$ cat src/rtl/uart_rx_fifo.sv
// rtl/uart_rx_fifo.sv - UART receive byte FIFO feeding the CSR data/status registers
//
// Sits between the UART receiver stream and the CSR bank. The UART is never
// back-pressured: bytes arriving while the FIFO is full are dropped and a
// sticky overrun flag is raised. The head byte is presented show-ahead.
//
// Optional feature macro: RX_FIFO_WATERMARK_EN
//   defined   : irq_o is a registered level-watermark / overrun interrupt
//   undefined : irq_o is tied low and watermark_i is ignored

module uart_rx_fifo #(
   parameter int DEPTH_LOG2 = 4
) (
   input  logic                  clk_i,
   input  logic                  rst_i,
   input  logic [7:0]            s_axis_tdata,
   input  logic                  s_axis_tvalid,
   output logic                  s_axis_tready,
   input  logic                  rd_strobe_i,
   output logic [7:0]            rd_data_o,
   output logic                  not_empty_o,
   output logic [DEPTH_LOG2:0]   level_o,
   output logic                  overrun_o,
   input  logic                  overrun_clr_i,
   input  logic                  flush_i,
   input  logic [DEPTH_LOG2:0]   watermark_i,
   output logic                  irq_o
);

   localparam int DEPTH = 1 << DEPTH_LOG2;

   // Level value that means "every slot occupied".
   localparam logic [DEPTH_LOG2:0] FULL_LVL = {1'b1, {DEPTH_LOG2{1'b0}}};

   logic [7:0]            mem [DEPTH];

   logic [DEPTH_LOG2-1:0] wr_ptr_q, wr_ptr_d;
   logic [DEPTH_LOG2-1:0] rd_ptr_q, rd_ptr_d;
   logic [DEPTH_LOG2:0]   level_q,  level_d;
   logic                  overrun_q, overrun_d;

   logic                  full;
   logic                  empty;
   logic                  push_req;
   logic                  push_acc;
   logic                  pop;
   logic                  drop;

   // Ready simply mirrors reset: the FIFO absorbs or drops, it never stalls.
   assign s_axis_tready = ~rst_i;

   assign full  = (level_q == FULL_LVL);
   assign empty = (level_q == '0);

   // Event decode: flush cancels both sides; a full FIFO still accepts a byte
   // when the head is being popped in the same cycle.
   always_comb begin
      push_req = s_axis_tvalid & s_axis_tready & ~flush_i;
      pop      = rd_strobe_i & ~empty & ~flush_i;
      push_acc = push_req & (~full | pop);
      drop     = push_req & full & ~pop;
   end

   // Next-state for pointers, level and the sticky overrun flag.
   always_comb begin
      wr_ptr_d  = wr_ptr_q;
      rd_ptr_d  = rd_ptr_q;
      level_d   = level_q;
      overrun_d = overrun_q;

      if (flush_i) begin
         wr_ptr_d = '0;
         rd_ptr_d = '0;
         level_d  = '0;
      end else begin
         if (push_acc) begin
            wr_ptr_d = wr_ptr_q + 1'b1;
         end
         if (pop) begin
            rd_ptr_d = rd_ptr_q + 1'b1;
         end
         case ({push_acc, pop})
            2'b10:   level_d = level_q + 1'b1;
            2'b01:   level_d = level_q - 1'b1;
            default: level_d = level_q;
         endcase
      end

      // A fresh drop beats a simultaneous clear so no overrun is ever lost.
      if (overrun_clr_i) begin
         overrun_d = 1'b0;
      end
      if (drop) begin
         overrun_d = 1'b1;
      end
   end

   // Control state registers.
   always_ff @(posedge clk_i or posedge rst_i) begin
      if (rst_i) begin
         wr_ptr_q  <= '0;
         rd_ptr_q  <= '0;
         level_q   <= '0;
         overrun_q <= 1'b0;
      end else begin
         wr_ptr_q  <= wr_ptr_d;
         rd_ptr_q  <= rd_ptr_d;
         level_q   <= level_d;
         overrun_q <= overrun_d;
      end
   end

   // Byte storage; contents are meaningless until written, so no reset.
   always_ff @(posedge clk_i) begin
      if (push_acc) begin
         mem[wr_ptr_q] <= s_axis_tdata;
      end
   end

   assign rd_data_o   = empty ? 8'h00 : mem[rd_ptr_q];
   assign not_empty_o = ~empty;
   assign level_o     = level_q;
   assign overrun_o   = overrun_q;

`ifdef RX_FIFO_WATERMARK_EN
   logic irq_q, irq_d;

   // Interrupt follows the registered level/overrun, one cycle behind them.
   always_comb begin
      irq_d = ((watermark_i != '0) & (level_q >= watermark_i)) | overrun_q;
   end

   // Interrupt register.
   always_ff @(posedge clk_i or posedge rst_i) begin
      if (rst_i) begin
         irq_q <= 1'b0;
      end else begin
         irq_q <= irq_d;
      end
   end

   assign irq_o = irq_q;
`else
   logic unused_watermark;

   assign unused_watermark = ^watermark_i;
   assign irq_o            = 1'b0;
`endif

endmodule

$ cat config.mk
export PLATFORM = sky130hd
export DESIGN_NAME = uart_rx_fifo
export DESIGN_NICKNAME = d
export VERILOG_FILES = /design/src/rtl/uart_rx_fifo.sv
export SDC_FILE = /design/constraint.sdc
export NUM_CORES = 1
export LEC_CHECK = 0
export ABC_AREA = 1
export CAP_MARGIN = 20
export CORE_MARGIN = 1
export CORE_UTILIZATION = 25
export DETAILED_ROUTE_END_ITERATION = 6
export MAX_ROUTING_LAYER = met4
export PLACE_DENSITY_LB_ADDON = 0.25
export SETUP_SLACK_MARGIN = 0.4
export SYNTH_ARGS = -nofsm -noshare
export SYNTH_HDL_FRONTEND = slang
export SYNTH_SLANG_ARGS = --single-unit
$ cat constraint.sdc
create_clock -name clk_i -period 2.37 [get_ports clk_i]
set_clock_uncertainty 0.15 [all_clocks]
set_input_delay 0.474 -clock clk_i [delete_from_list [all_inputs] [get_ports clk_i]]
set_output_delay 0.474 -clock clk_i [all_outputs]
set_load 0.01 [all_outputs]
==> results by group, run 1 <==
Detailed routing
  – DRC Markers: 0
  – Post-Route WL: 17.2 mm
  – Initial DRC count: about 240
  – WL/cell: approximately 18 um
  – Vias/cell: 4.63
  – Detailed Routing Iterations Pass 1: 4
  – Post-DRT Antenna Nets: 0
  – Total number of vias: 4391

Logic synthesis
  – Synth unique cells: 34
  – Syn Nets: 516
  – Largest family of logic cells by synthesized area: simple AND/OR/NAND/NOR gates
  – Synth warnings: 0
  – Proportion of synthesized area in mux cells: 0%
  – Post-synth top area share: about 64%
  – Sequential area share after synthesis: between 60% and 70%
  – Simple-gate area share of the yosys netlist: 12.7%
  – Post-Synth XOR/XNOR Area: 0.145%
  – Cell Area, Synth: 6020 sq um
  – EDFF count, synth: approximately 130
  – Dominant synthesized flop cell: edfxtp_1
  – Synthesized instance count: 490
  – Synth Area in Adders: 1.45%
  – Flops & latches, synth: 142
  – Synth top area cells: edfxtp_1 (64%), o21ai_0 (5.9%), dfrtp_1 (5.8%)
  – Dominant cell type by area after synthesis: edfxtp_1
  – Async S/R FF share, synth: 9.86%
  – Syn avg cell area: 12.3 sq um
  – Complex-gate fraction of the synthesized area: 12.4%

CTS
  – Clk slew on worst S/H paths: around 0.06 ns
  – H-tree depth: 4
  – # hold bufs at CTS: 0
  – Clk_lat worst skew: between 0.4 and 0.5 ns
  – CTS tree: yes
  – Maximum root-to-sink buffer count: 2
  – CTS buffer count: 17
  – Clock root cell: clkbuf_16
  – Sink Count: 142

Timing
  – Worst setup margin: -0.238 ns
  – Final Cycle Share: 110%
  – Worst slew margin: about 59%
  – Hold Fails Final Rpt: 0
  – Fin Hold WS: 0.200 ns
  – Unrepaired setup endpoints after global routing: yes
  – Final setup vio count: 8
  – Fin. max-slew vios: 0
  – Min cycle time layout: 2.61 ns
  – FMAX: between 300 and 400 MHz
  – Worst-Margin Slew: 0.608 ns

Cells and area
  – # diodes: 0
  – Post-route core utilization: 38.2%
  – Post-layout net count: 643
  – Area Growth Syn to Fin: 49.3%
  – Non-Filler Instances: 949
  – Share of cells above drive strength 1: 40.5%

Setup path
  – Critical path's top delay family: compound AO/OA/AOI/OAI gates
  – Cell mode on critical path: buf_8
  – Worst path required time: 1.75 ns
  – Critical path endpoint category: output port
  – CP max-delay cell: dfrtp_2
  – Reg2reg start: level_o[2]
  – Setup crit start: rd_ptr_q[0]
  – CP arrival: about 2.0 ns
  – Critical Path Sink: rd_data_o[5]
  – Worst reg-to-reg path cell count: 12
  – CP peak stage delay: between 0.4 and 0.5 ns
  – Critical path class: flop to output port
  – Buf/Inv on CP: 3
  – Crit path cell chain: buf_8 > buf_8 > o21ai_2 > o221ai_2 > nand3_1 > a21oi_2 > buf_2
  – Critical Path Fanout Max: 6
  – Reg2reg setup slack: roughly 0.46 ns
  – Reg-to-Reg End: mem[7][5]
  – Crit path depth: 7
  – Critical path launch point type: flop

Global route
  – Gr usage total: 14.6%
  – Global-route wire length before repair: around 25 mm
  – Largest net degree at the start of global routing: 20
  – Vias in the first global route: 4384
  – Antenna violations before repair: 0
  – Total global routing overflow: 0

Floorplanning
  – Core footprint: 23500 sq um
  – Starting Density: 25.6%
  – Cell Rows: 56
  – Die Span X: 157 um
  – IO Pins: 36
  – DIE HEIGHT: 157 um
  – Die area: around 25000 sq um

Outcome
  – Status: finished, violations left
  – Failing checks: setup timing

Place
  – Placed cell count: just under 900
  – Pre-CTS setup slack: -0.227 ns
  – Routability cong.: between 0.7 and 0.8
  – Post-DP HPWL: slightly above 10 mm
  – Port Buffer Count: 29

Power
  – Peak VDD IR: 592 uV
  – P_leak: 3.25 nW
  – Pwr Density: a little under 900 nW/um^2
  – Pwr Total: between 8 and 9 mW

Hold path
  – Hold Path Class: primary input to asynchronous set/reset pin

Flow run
  – Max-cap viol count: 0
-- flip-flops by register name (all words and copies together) (netlist names) --
name	flops
wr_ptr_q	4
level_o	5
mem	128
overrun_o	1
rd_ptr_q	4
-- how the worst min path moves through the flow --
stage                    from         end  slack, ns  depth (start not counted)
floorplan               rst_i  level_o[0]       0.17                          1
global placement    overrun_o   overrun_o       0.37                          2
detailed placement  overrun_o   overrun_o       0.38                          2
CTS                     rst_i   overrun_o       0.20                          4
global route            rst_i   overrun_o       0.22                          4
finish                  rst_i   overrun_o       0.20                          4
-- kinds of logic (layout without fill, tap and decap cells) --
logic type	after synthesis	in the layout
other cells	1	1
xor+xnor	1	1
buf+inv	51	191
flops	142	142
fa+ha+maj	7	7
simple gates	165	165
compound gates	123	123
-- metal layers --
layer	up-vias	share of wire [%]	global-route usage, %
met5	-	0	-
met4	0	1.3	4.90
met3	19	5.7	2.59
met2	145	50	23.6
met1	2162	43	18.3
li1	2065	-	-
-- placed cells by master (no fill, tap or decap), types with 13 or more instances in the layout --
cell type  count
o221ai_2      13
o21ai_2       16
nand2_1       29
o21ai_1       19
o21ai_0       38
inv_1         14
buf_12        29
o221ai_1      15
nor2_4        16
clkbuf_16     24
nor2_2        16
buf_4         50
nand3_1       19
edfxtp_1     128
nor2_1        63
-- synth_stat cells, types with 2 or more instances --
cell type and count:
clkinv_1 2, o21ai_1 2, o21ai_0 71, dfrtp_1 14, clkbuf_1 17, nand3_4 3
inv_1 19, buf_2 6, buf_4 2, nor2_1 92, o221ai_1 28, inv_2 3
nor2_2 2, nand2_4 4, a21oi_1 13, edfxtp_1 128, nand2_2 2, nand3_1 24
nand2_1 33, ha_1 7, o22ai_1 5
-- where the power goes --
| group | internal [mW] | leakage (nW) | switching [mW] |
|---|---|---|---|
| combinational | 1.25 | 1.62 | 1.21 |
| clock | 1.67 | 0.295 | 1.06 |
| sequential | 2.77 | 1.34 | 0.0416 |
| total | 5.68 | 3.25 | 2.32 |
-- final cells by class --
| type | instances | area (sq um) |
|---|---|---|
| clock inverter | 15 | 185 |
| tap | 319 | 399 |
| timing repair buffer | 133 | 1660 |
| clock buffer | 17 | 425 |
| multi-input combinational | 297 | 2000 |
| sequential | 142 | 4200 |
| inverter | 26 | 116 |
| fill | 2255 | 14600 |
-- worst register-to-register path, cell delays in order, from the launching register on --
cell	delay (ns)
dfrtp_2	0.41
nor2_4	0.06
nand3_4	0.06
buf_6	0.13
nand3_4	0.10
nand2_4	0.09
nand2_4	0.06
inv_6	0.08
nand2_4	0.06
nor2_4	0.10
inv_4	0.06
nor2_4	0.11
buf_12	0.15
-- what timing repair did --
action,4_1_cts,5_1_grt
buffers inserted,16,11
gates cloned,4,7
pin swaps,36,48
endpoints found under the setup margin,146,115
gates resized for setup,97,95
endpoints found under the hold margin,0,0
-- through the flow --
step,TNS [ns],area (sq um)
4_1_cts,-1.61,8430
2_1_floorplan,0,6160
3_3_place_gp,-4.47,7460
5_1_grt,-2.22,8990
6_report,-1.47,8990
3_5_place_dp,-5.52,7460
Note: power is estimated with default switching activity, not from simulation.
==> inputs of run 2 (changes only) <==
--- a/config.mk
+++ b/config.mk
@@ -9,6 +9,7 @@
 export CAP_MARGIN = 20
 export CORE_MARGIN = 1
 export CORE_UTILIZATION = 25
+export CTS_CLUSTER_DIAMETER = 100
 export DETAILED_ROUTE_END_ITERATION = 6
 export MAX_ROUTING_LAYER = met4
 export PLACE_DENSITY_LB_ADDON = 0.25
==> results of run 2 <==
No change in the layout: final DEF, timing and power equal those of run 1.
==> inputs of run 3 (changes only) <==
--- a/config.mk
+++ b/config.mk
@@ -7,9 +7,10 @@
 export LEC_CHECK = 0
 export ABC_AREA = 1
 export CAP_MARGIN = 20
-export CORE_MARGIN = 1
+export CORE_MARGIN = 2
 export CORE_UTILIZATION = 25
 export CTS_CLUSTER_DIAMETER = 100
+export CTS_CLUSTER_SIZE = 12
 export DETAILED_ROUTE_END_ITERATION = 6
 export MAX_ROUTING_LAYER = met4
 export PLACE_DENSITY_LB_ADDON = 0.25
==> run 3 against run 2 <==
  * First-iteration DRC count is 15% higher
  * Maximum frequency is 0.89% higher
  * Count of clock-buffer cells in the layout is 2 higher
  * Global-route usage is 1.1 points lower
  * The flow still finishes with violations (setup timing)
  * Design area is 1.3% lower
  * Sequential power hardly changed
  * Combinational power is 8.9% lower
  * Critical path type unchanged
  * Largest cell class unchanged
==> results by group, run 3 (same netlist as run 1, synthesis figures left out) <==
Global route
  – Total global routing overflow: 0 (unchanged)
  – Met1 Usage GRT: 17.1% (was 18.3%)
  – Antenna violations before repair: 1 (was 0)
  – Global-route wire length before repair: 25.0 mm (was 25.2 mm)
  – Met3 Usage GRT: 3.05% (was 2.59%)
  – Gr usage total: 13.5% (was 14.6%)
  – Met2 usage: 21.7% (was 23.6%)
  – Largest net degree at the start of global routing: 23 (was 20)
  – Gr busiest metal: met2 (unchanged)
  – Vias in the first global route: 4272 (was 4384)

Setup path
  – Critical Path Fanout Max: 6 (unchanged)
  – CP peak stage delay: 0.44 ns (was 0.45 ns)
  – Crit path cell chain: clkinv_4 > buf_12 > buf_12 > buf_16 > o21ai_2 > o221ai_2 > nand3_1 > a21oi_2 > buf_2 (was buf_8 > buf_8 > o21ai_2 > o221ai_2 > nand3_1 > a21oi_2 > buf_2)
  – Critical path class: flop to output port (unchanged)
  – CP max-delay cell: dfrtp_2 (unchanged)
  – CP arrival: 1.96 ns (was 1.98 ns)
  – Cell mode on critical path: buf_12 (was buf_8)
  – Critical path launch point type: flop (unchanged)
  – Reg2reg setup slack: 0.30 ns (was 0.46 ns)
  – Critical path endpoint category: output port (unchanged)
  – Worst reg-to-reg path cell count: 13 (was 12)
  – Worst path required time: 1.75 ns (about the same)

Cells and area
  – Filler instances: 2270 (was 2255)
  – Largest register FFs: 128 (unchanged)
  – Post-layout net count: 644 (was 643)
  – Area Growth Syn to Fin: 47.4% (was 49.3%)
  – Post-route cell area: 8870 sq um (was 8990 sq um)
  – Largest register by flop count: mem (unchanged)
  – Share of cells above drive strength 1: 37.1% (was 40.5%)
  – Most common cell after layout, fill and taps aside: edfxtp_1 (unchanged)
  – Most frequent cells in the layout: edfxtp_1 (128), nor2_1 (65), o21ai_0 (53) (was edfxtp_1 (128), nor2_1 (63), buf_4 (50))
  – Post-route core utilization: 37.7% (was 38.2%)

CTS
  – CTS tree: yes (unchanged)
  – H-tree depth: 4 (unchanged)
  – Maximum root-to-sink buffer count: 2 (unchanged)
  – Clk_lat worst skew: 0.42 ns (about the same)
  – Clk slew on worst S/H paths: 0.06 ns (about the same)
  – Sink Count: 142 (unchanged)
  – CTS buffer count: 17 (unchanged)
  – Clock root cell: clkbuf_16 (unchanged)

Hold path
  – Hold Path Class: primary input to asynchronous set/reset pin (unchanged)

Timing
  – FMAX: 387 MHz (was 383 MHz)
  – Fin. max-slew vios: 0 (unchanged)
  – Final Cycle Share: 109% (was 110%)
  – Worst setup margin: -0.215 ns (was -0.238 ns)
  – Unrepaired setup endpoints after global routing: yes (unchanged)
  – Final setup vio count: 8 (unchanged)
  – Hold Fails Final Rpt: 0 (unchanged)
  – Min cycle time layout: 2.59 ns (was 2.61 ns)
  – Fin Hold WS: 0.0420 ns (was 0.200 ns)
  – Worst-Margin Slew: 0.593 ns (was 0.608 ns)
  – Worst slew margin: 60.3% (was 59.4%)

Detailed routing
  – Post-DRT Antenna Nets: 0 (unchanged)
  – WL/cell: 17.4 um (was 18.1 um)
  – Detailed Routing Iterations Pass 1: 4 (unchanged)
  – Vias/cell: 4.56 (was 4.63)
  – DRC Markers: 0 (unchanged)
  – Initial DRC count: 274 (was 239)
  – Post-Route WL: 16.5 mm (was 17.2 mm)
  – Total number of vias: 4338 (was 4391)

Flow run
  – Max-cap viol count: 0 (unchanged)

Place
  – Routability cong.: 0.768 (was 0.789)
  – Placed Area: 7530 sq um (was 7460 sq um)
  – Post-DP HPWL: 10.4 mm (was 10.3 mm)
  – Port Buffer Count: 29 (unchanged)

Outcome
  – Status: finished, violations left (unchanged)
  – Failing checks: setup timing (unchanged)

Power
  – Pwr Total: 7.68 mW (was 8.00 mW)
  – Peak VDD IR: 531 uV (was 592 uV)
  – P_leak: 3.17 nW (was 3.25 nW)
  – Pwr Density: 865 nW/um^2 (was 890 nW/um^2)

Floorplanning
  – Core footprint: 23500 sq um (unchanged)
  – IO Pins: 36 (unchanged)
  – DIE HEIGHT: 159 um (was 157 um)
  – Cell Rows: 56 (unchanged)
  – Die area: 25300 sq um (was 24700 sq um)
  – Die Span X: 159 um (was 157 um)
  – Starting Density: 25.6% (unchanged)
## run 3: layer usage
layer | routed length (um) | part of all wire [%] | vias to the layer above
met5 | 0 | 0 | -
met4 | 171 | 1.0 | 0
met3 | 790 | 4.8 | 14
met2 | 8170 | 49 | 95
met1 | 7420 | 45 | 2167
li1 | - | - | 2062
## run 3: cell type report
| class | instances | area, sq um | area share, % |
|---|---|---|---|
| sequential | 142 | 4200 | 47.3 |
| multi-input combinational | 297 | 2020 | 22.7 |
| timing repair buffer | 134 | 1550 | 17.5 |
| clock buffer | 19 | 433 | 4.88 |
| tap | 319 | 399 | 4.50 |
| clock inverter | 13 | 146 | 1.65 |
| inverter | 26 | 124 | 1.40 |
| antenna | 1 | 2.50 | 0.0282 |
## run 3: worst paths after layout
path	end	startpoint
max in group asynchronous	rd_ptr_q[1]	rst_i
min in group clk_i	overrun_o	overrun_o
worst max register to register	mem[15][2]	level_o[2]
worst max-delay path	rd_data_o[6]	rd_ptr_q[0]
worst min-delay path	level_o[4]	rst_i
worst min register to register	overrun_o	overrun_o
## run 3: per-stage QoR
stage | setup TNS [ns] | instances | setup slack [ns]
finish | -1.38 | 951 | -0.215
floorplan | 0 | 490 | 0.222
global route | -2.16 | 951 | -0.322
global placement | -3.32 | 886 | -0.219
detailed placement | -6.57 | 886 | -0.215
CTS | -1.68 | 937 | -0.285
## run 3: report_power, final
part	switching, mW	internal [mW]	total (mW)
Sequential	0.0352	2.77	2.80
Clock	0.998	1.64	2.64
Combinational	1.13	1.11	2.24
Total	2.16	5.51	7.68
## run 3: worst max-delay path: cells and delay by family (launching register included)
family | cells | cell delay, ns
flops | 1 | 0.44
buf+inv | 5 | 0.57
compound gates | 3 | 0.41
simple gates | 1 | 0.12
## run 3: repair_timing
item,CTS,global route
pin swaps,25,40
cloned,4,1
endpoints found under the setup margin,146,144
resized for setup,110,66
setup buffers,15,12
hold buffers,0,0
